**src/rtl/ram_rd_stream.sv**
```systemverilog
// ram_rd_stream: valid/ready front-end for the read port of a 1R1W RAM with
// a one-cycle registered read. Requests become single-cycle RAM read pulses.
// Read data returns in request order on a backpressured response stream.
// A small circular FIFO catches words that arrive while the consumer stalls,
// and a credit check on issue guarantees that FIFO can never overflow.
`timescale 1ns/1ps

module ram_rd_stream #(
  parameter int DATA_WIDTH     = 4,
  parameter int SIZE           = 32,
  parameter int NUM_PARTITIONS = 1,
  parameter int ADDR_WIDTH     = $clog2(SIZE),
  parameter int FIFO_DEPTH     = 2
) (
  input  logic                      clk,
  input  logic                      rst,
  input  logic [ADDR_WIDTH-1:0]     req_addr,
  input  logic [NUM_PARTITIONS-1:0] req_mask,
  input  logic                      req_valid,
  output logic                      req_ready,
  output logic [DATA_WIDTH-1:0]     resp_data,
  output logic                      resp_valid,
  input  logic                      resp_ready,
  output logic [ADDR_WIDTH-1:0]     ram_rd_addr,
  output logic                      ram_rd_en,
  output logic [NUM_PARTITIONS-1:0] ram_rd_mask,
  input  logic [DATA_WIDTH-1:0]     ram_rd_data,
  output logic                      busy
);

  localparam int PTR_W = (FIFO_DEPTH > 1) ? $clog2(FIFO_DEPTH) : 1;
  localparam int CNT_W = $clog2(FIFO_DEPTH + 1);
  localparam logic [CNT_W-1:0] DEPTH_C  = CNT_W'(FIFO_DEPTH);
  localparam logic [PTR_W-1:0] LAST_PTR = PTR_W'(FIFO_DEPTH - 1);

  logic                  inflight_q, inflight_d;
  logic [CNT_W-1:0]      occ_q, occ_d;
  logic [PTR_W-1:0]      wr_ptr_q, wr_ptr_d;
  logic [PTR_W-1:0]      rd_ptr_q, rd_ptr_d;
  logic [DATA_WIDTH-1:0] fifo_q [FIFO_DEPTH];

  logic                  fifo_empty;
  logic                  push;
  logic                  pop;
  logic [CNT_W:0]        credits_used;

  // Circular pointer increment that wraps at FIFO_DEPTH, not at a power of two.
  function automatic logic [PTR_W-1:0] next_ptr(input logic [PTR_W-1:0] p);
    return (p == LAST_PTR) ? '0 : p + PTR_W'(1);
  endfunction

  // Request path: issue only while a FIFO slot is guaranteed for the returning
  // word; gated by reset so no read is issued while the block is held in reset.
  always_comb begin
    credits_used = {1'b0, occ_q} + (CNT_W+1)'(inflight_q);
    req_ready    = rst & (credits_used < (CNT_W+1)'(FIFO_DEPTH));
    ram_rd_en    = req_valid & req_ready;
    ram_rd_addr  = req_addr;
    ram_rd_mask  = req_mask;
  end

  // Response path: FIFO head when buffered, otherwise bypass the RAM output.
  always_comb begin
    fifo_empty = (occ_q == '0);
    resp_valid = ~fifo_empty | inflight_q;
    resp_data  = fifo_empty ? ram_rd_data : fifo_q[rd_ptr_q];
    busy       = resp_valid;
    push       = inflight_q & ~(fifo_empty & resp_ready);
    pop        = ~fifo_empty & resp_ready;
  end

  // Next-state for occupancy, pointers and the in-flight flag.
  // NOTE: every output of an always_comb gets a default first so no path
  // leaves it unassigned and no latch is inferred.
  always_comb begin
    occ_d      = occ_q;
    wr_ptr_d   = wr_ptr_q;
    rd_ptr_d   = rd_ptr_q;
    inflight_d = ram_rd_en;
    if (push) wr_ptr_d = next_ptr(wr_ptr_q);
    if (pop)  rd_ptr_d = next_ptr(rd_ptr_q);
    case ({push, pop})
      2'b10:   occ_d = occ_q + CNT_W'(1);
      2'b01:   occ_d = occ_q - CNT_W'(1);
      default: occ_d = occ_q;
    endcase
  end

  // Control state register; reset discards anything in flight or buffered.
  // NOTE: sequential state uses non-blocking assignments so every register
  // samples the pre-edge value of every other register.
  always_ff @(posedge clk or negedge rst) begin
    if (!rst) begin
      inflight_q <= 1'b0;
      occ_q      <= '0;
      wr_ptr_q   <= '0;
      rd_ptr_q   <= '0;
    end else begin
      inflight_q <= inflight_d;
      occ_q      <= occ_d;
      wr_ptr_q   <= wr_ptr_d;
      rd_ptr_q   <= rd_ptr_d;
    end
  end

  // Response storage; writes the RAM word into the tail slot on a push.
  // NOTE: the data array has no reset; occ_q alone decides which entries are
  // meaningful, so clearing the storage would only cost reset fan-out.
  always_ff @(posedge clk) begin
    if (push) fifo_q[wr_ptr_q] <= ram_rd_data;
  end

  // The issue credit check must make a push into a full FIFO impossible.
  a_no_overflow : assert property (@(posedge clk) disable iff (!rst)
    !(push && (occ_q == DEPTH_C)));

endmodule
```
**config.mk**
```make
export PLATFORM = sky130hd
export DESIGN_NAME = ram_rd_stream
export DESIGN_NICKNAME = d
export VERILOG_FILES = /design/src/rtl/ram_rd_stream.sv
export SDC_FILE = /design/constraint.sdc
export NUM_CORES = 1
export LEC_CHECK = 0
export ABC_AREA = 1
export CORE_MARGIN = 2
export CORE_UTILIZATION = 44
export DETAILED_ROUTE_END_ITERATION = 8
export PLACE_DENSITY = 0.93
export REMOVE_ABC_BUFFERS = 1
export SYNTH_ARGS = -nofsm -noshare
export SYNTH_HDL_FRONTEND = slang
export SYNTH_SLANG_ARGS = --single-unit
```
**constraint.sdc**
```tcl
create_clock -name clk -period 3.6 [get_ports clk]
set_input_delay 1.08 -clock clk [delete_from_list [all_inputs] [get_ports clk]]
set_output_delay 1.08 -clock clk [all_outputs]
set_load 0.02 [all_outputs]
```
==> results.yml <==
status:
  outcome: "completed"
setup_path:
  crit_chain: "clkdlybuf4s50_1 > nand3_1 > nor2_1 > clkdlybuf4s50_1"
  timing.setup.critical_path_class: "input port to primary output"
  cp-start-kind: "input port"
  cp.arrival_ps: 2410
  crit_top_cell: "clkdlybuf4s50_1"
  slowest_delay_ps: 620
  crit_fanout: 2
  worstSetupEndpointType: "primary output"
  critPathSlowestCell: "clkdlybuf4s50_1"
  crit_required_ps: 2520
timing:
  post-route-period-util_pct: 97.0
  tns_ps: 0
  period_needed_ps: 3490
  finalSetupViolations: 0
  tightest_slew_ps: 372
  final_max_slew_viol_count: 0
  slew_headroom_pct: 75.1
  hold_violations: 0
  rsz0062_at_grt: "false"
  fmax_mhz: 286
  finClkSkew_ps: 2.36
  holdWs_ps: 482
detailed_routing:
  first_pass_iters: 4
  drtIter0Drc: 3
  routed_wirelength_mm: 1.35
  vias: 529
  routed_via_density: 4.94
  drc: 0
  wl_per_cell_um: 12.6
  ant_nets: 0
pwr:
  p_sw_share_pct: 42.2
  p_clk_share_pct: 13.8
  switchingPower_uw: 285
  p_seq_share_pct: 33.9
  comb_power_share_pct: 52.2
  intPower_uw: 391
  p_per_area_mw_per_mm2: 824
  p_leak_uw: 0.000384
  vdd_drop_max_mv: 0.472
clock_network:
  cts_tree: "done"
  cts_buffers: 3
  clk_latency_ps: 280
  clk_path_buf_depth: 2
  h-tree-depth: 1
  clkTransAtPathRegs_ps: 80
  post-cts-setup-buffer-count: 0
  cts_root_buf: "clkbuf_4"
  post_cts_resized: 0
  ctsHoldBuffers: 0
  clock_sinks: 13
logic_synthesis:
  synth_area_per_cell_sq_um: 8.58
  yosysTopAreaCell: "edfxtp_1"
  synth-compound-area-share_pct: 0.748
  yosysTopAreaCellShare_pct: 35.9
  synthXorXnorAreaFrac_pct: 1.31
  netlist_area_sq_um: 669
  synthTopCellsByArea: "edfxtp_1 36%, dfrtp_1 19%, nand2_1 12%, nor2_1 8.4%, buf_4 7.9%"
  synth-seq-cells: 13
  synth_cell_type_count: 15
  ys_seq_area_share_pct: 54.6
  synthSimpleGateAreaFrac_pct: 27.5
  syn_inst: 78
  synthTopCellsByCount: "22 x nand2_1, 15 x nor2_1, 10 x inv_1"
  synth_top_family_by_area: "simple AND/OR/NAND/NOR gates"
  yosysWarnings: 0
  synth_fa_ha_area_share_pct: 1.87
  synth.area.mux_share_pct: 0
  synth.most_common_cell: "nand2_1"
  synthArstFlopShare_pct: 38.5
  synth_edf_count: 8
  yosys_most_used_dff: "edfxtp_1"
layout:
  instances_no_fill: 107
  diodes: 0
  fin_nets: 107
  fin_util_pct: 55.8
  syn_to_final_growth_pct: 22.6
  layout-drive-gt1-share_pct: 7.69
place:
  hpwlAfterDp_mm: 1.02
  placed_cells: 103
  gp_congestion: 0.765
  io_buffers: 15
floorplan:
  floorplan.die_area_sq_mm: 0.00185
  placementRows: 14
  core_sq_mm: 0.00147
  chipHeight_um: 43.0
  die_w_um: 43.0
  initial_utilization_pct: 45.5
  io_pins: 28
grt:
  met2_usage_pct: 28.8
  grt_pass1_vias: 548
  grt_overflow: 0
  grt_busiest_layer: "met2"
  grtUsageMet1_pct: 20.4
  antenna_found_initial: 0
  use_met3_pct: 5.53
  grt_pass1_wl_mm: 2.37
  grt_usage_pct: 17.5
  grt_start_max_net_pins: 9
hold_path:
  hp-class: "flip-flop to flip-flop"
flow_run:
  drv_cap: 0
[cells by family after synthesis]
kind of cell,Yosys count
compound gates,1
xor+xnor,1
fa+ha+maj,1
buf+inv,18
flops,13
simple gates,44
[sequential cells by signal (all words and copies together), names as in the netlist]
signal      cells
fifo_q          8
occ_q           2
inflight_q      1
rd_ptr_q        1
wr_ptr_q        1
[stage by stage]
step	power, uW	cell area (sq um)	worst slack (ps)
2_1_floorplan	442	617	1050
3_3_place_gp	570	795	124
3_5_place_dp	588	795	103
4_1_cts	682	821	93.5
5_1_grt	738	821	35.9
6_report	676	821	109
[worst max-delay path: cells and delay by family]
family / cells / cell delay (ps)
buf+inv: 2 / 1100
simple gates: 2 / 230
[power groups by stage]
stage                     clock (uW)  combinational [uW]  sequential, uW
after floorplan                    0                 218             225
after global placement             0                 341             230
after detailed placement           0                 355             232
after CTS                       95.8                 357             229
after global routing             103                 399             236
final                           93.5                 353             229
[path summary, 6_finish.rpt]
kind | start | endpoint | slack, ps | depth (start not counted)
worst min register to register | wr_ptr_q | wr_ptr_q | 480 | 2
worst min-delay path | wr_ptr_q | wr_ptr_q | 480 | 2
worst max register to register | occ_q[0] | occ_q[1] | 2080 | 8
max in group asynchronous | rst | rd_ptr_q | 2410 | 2
min in group asynchronous | rst | occ_q[0] | 1090 | 2
worst max-delay path | rst | ram_rd_en | 110 | 4
[cell usage in the layout (no fill, tap or decap), types with 3 or more instances in the layout]
cell type,count
clkdlybuf4s50_1,15
nand3_1,3
edfxtp_1,8
nand2_1,22
nor2_1,15
clkbuf_4,3
inv_1,10
dfrtp_1,5
[metal layers]
metal / share of wire [%] / routed length (um) / vias to the layer above
li1: - / - / 257
met1: 41 / 547 / 244
met2: 51 / 692 / 26
met3: 6.1 / 82 / 2
met4: 1.9 / 25 / 0
met5: 0 / 0 / -
[final cells by class]
cell class | instances | area (sq um)
Tap cell | 16 | 20.0
Sequential cell | 13 | 365
Inverter | 11 | 41.3
Clock buffer | 4 | 26.3
Timing Repair Buffer | 16 | 158
Fill cell | 129 | 651
Multi-Input combinational cell | 47 | 210
Note: power is estimated with default switching activity, not from simulation.
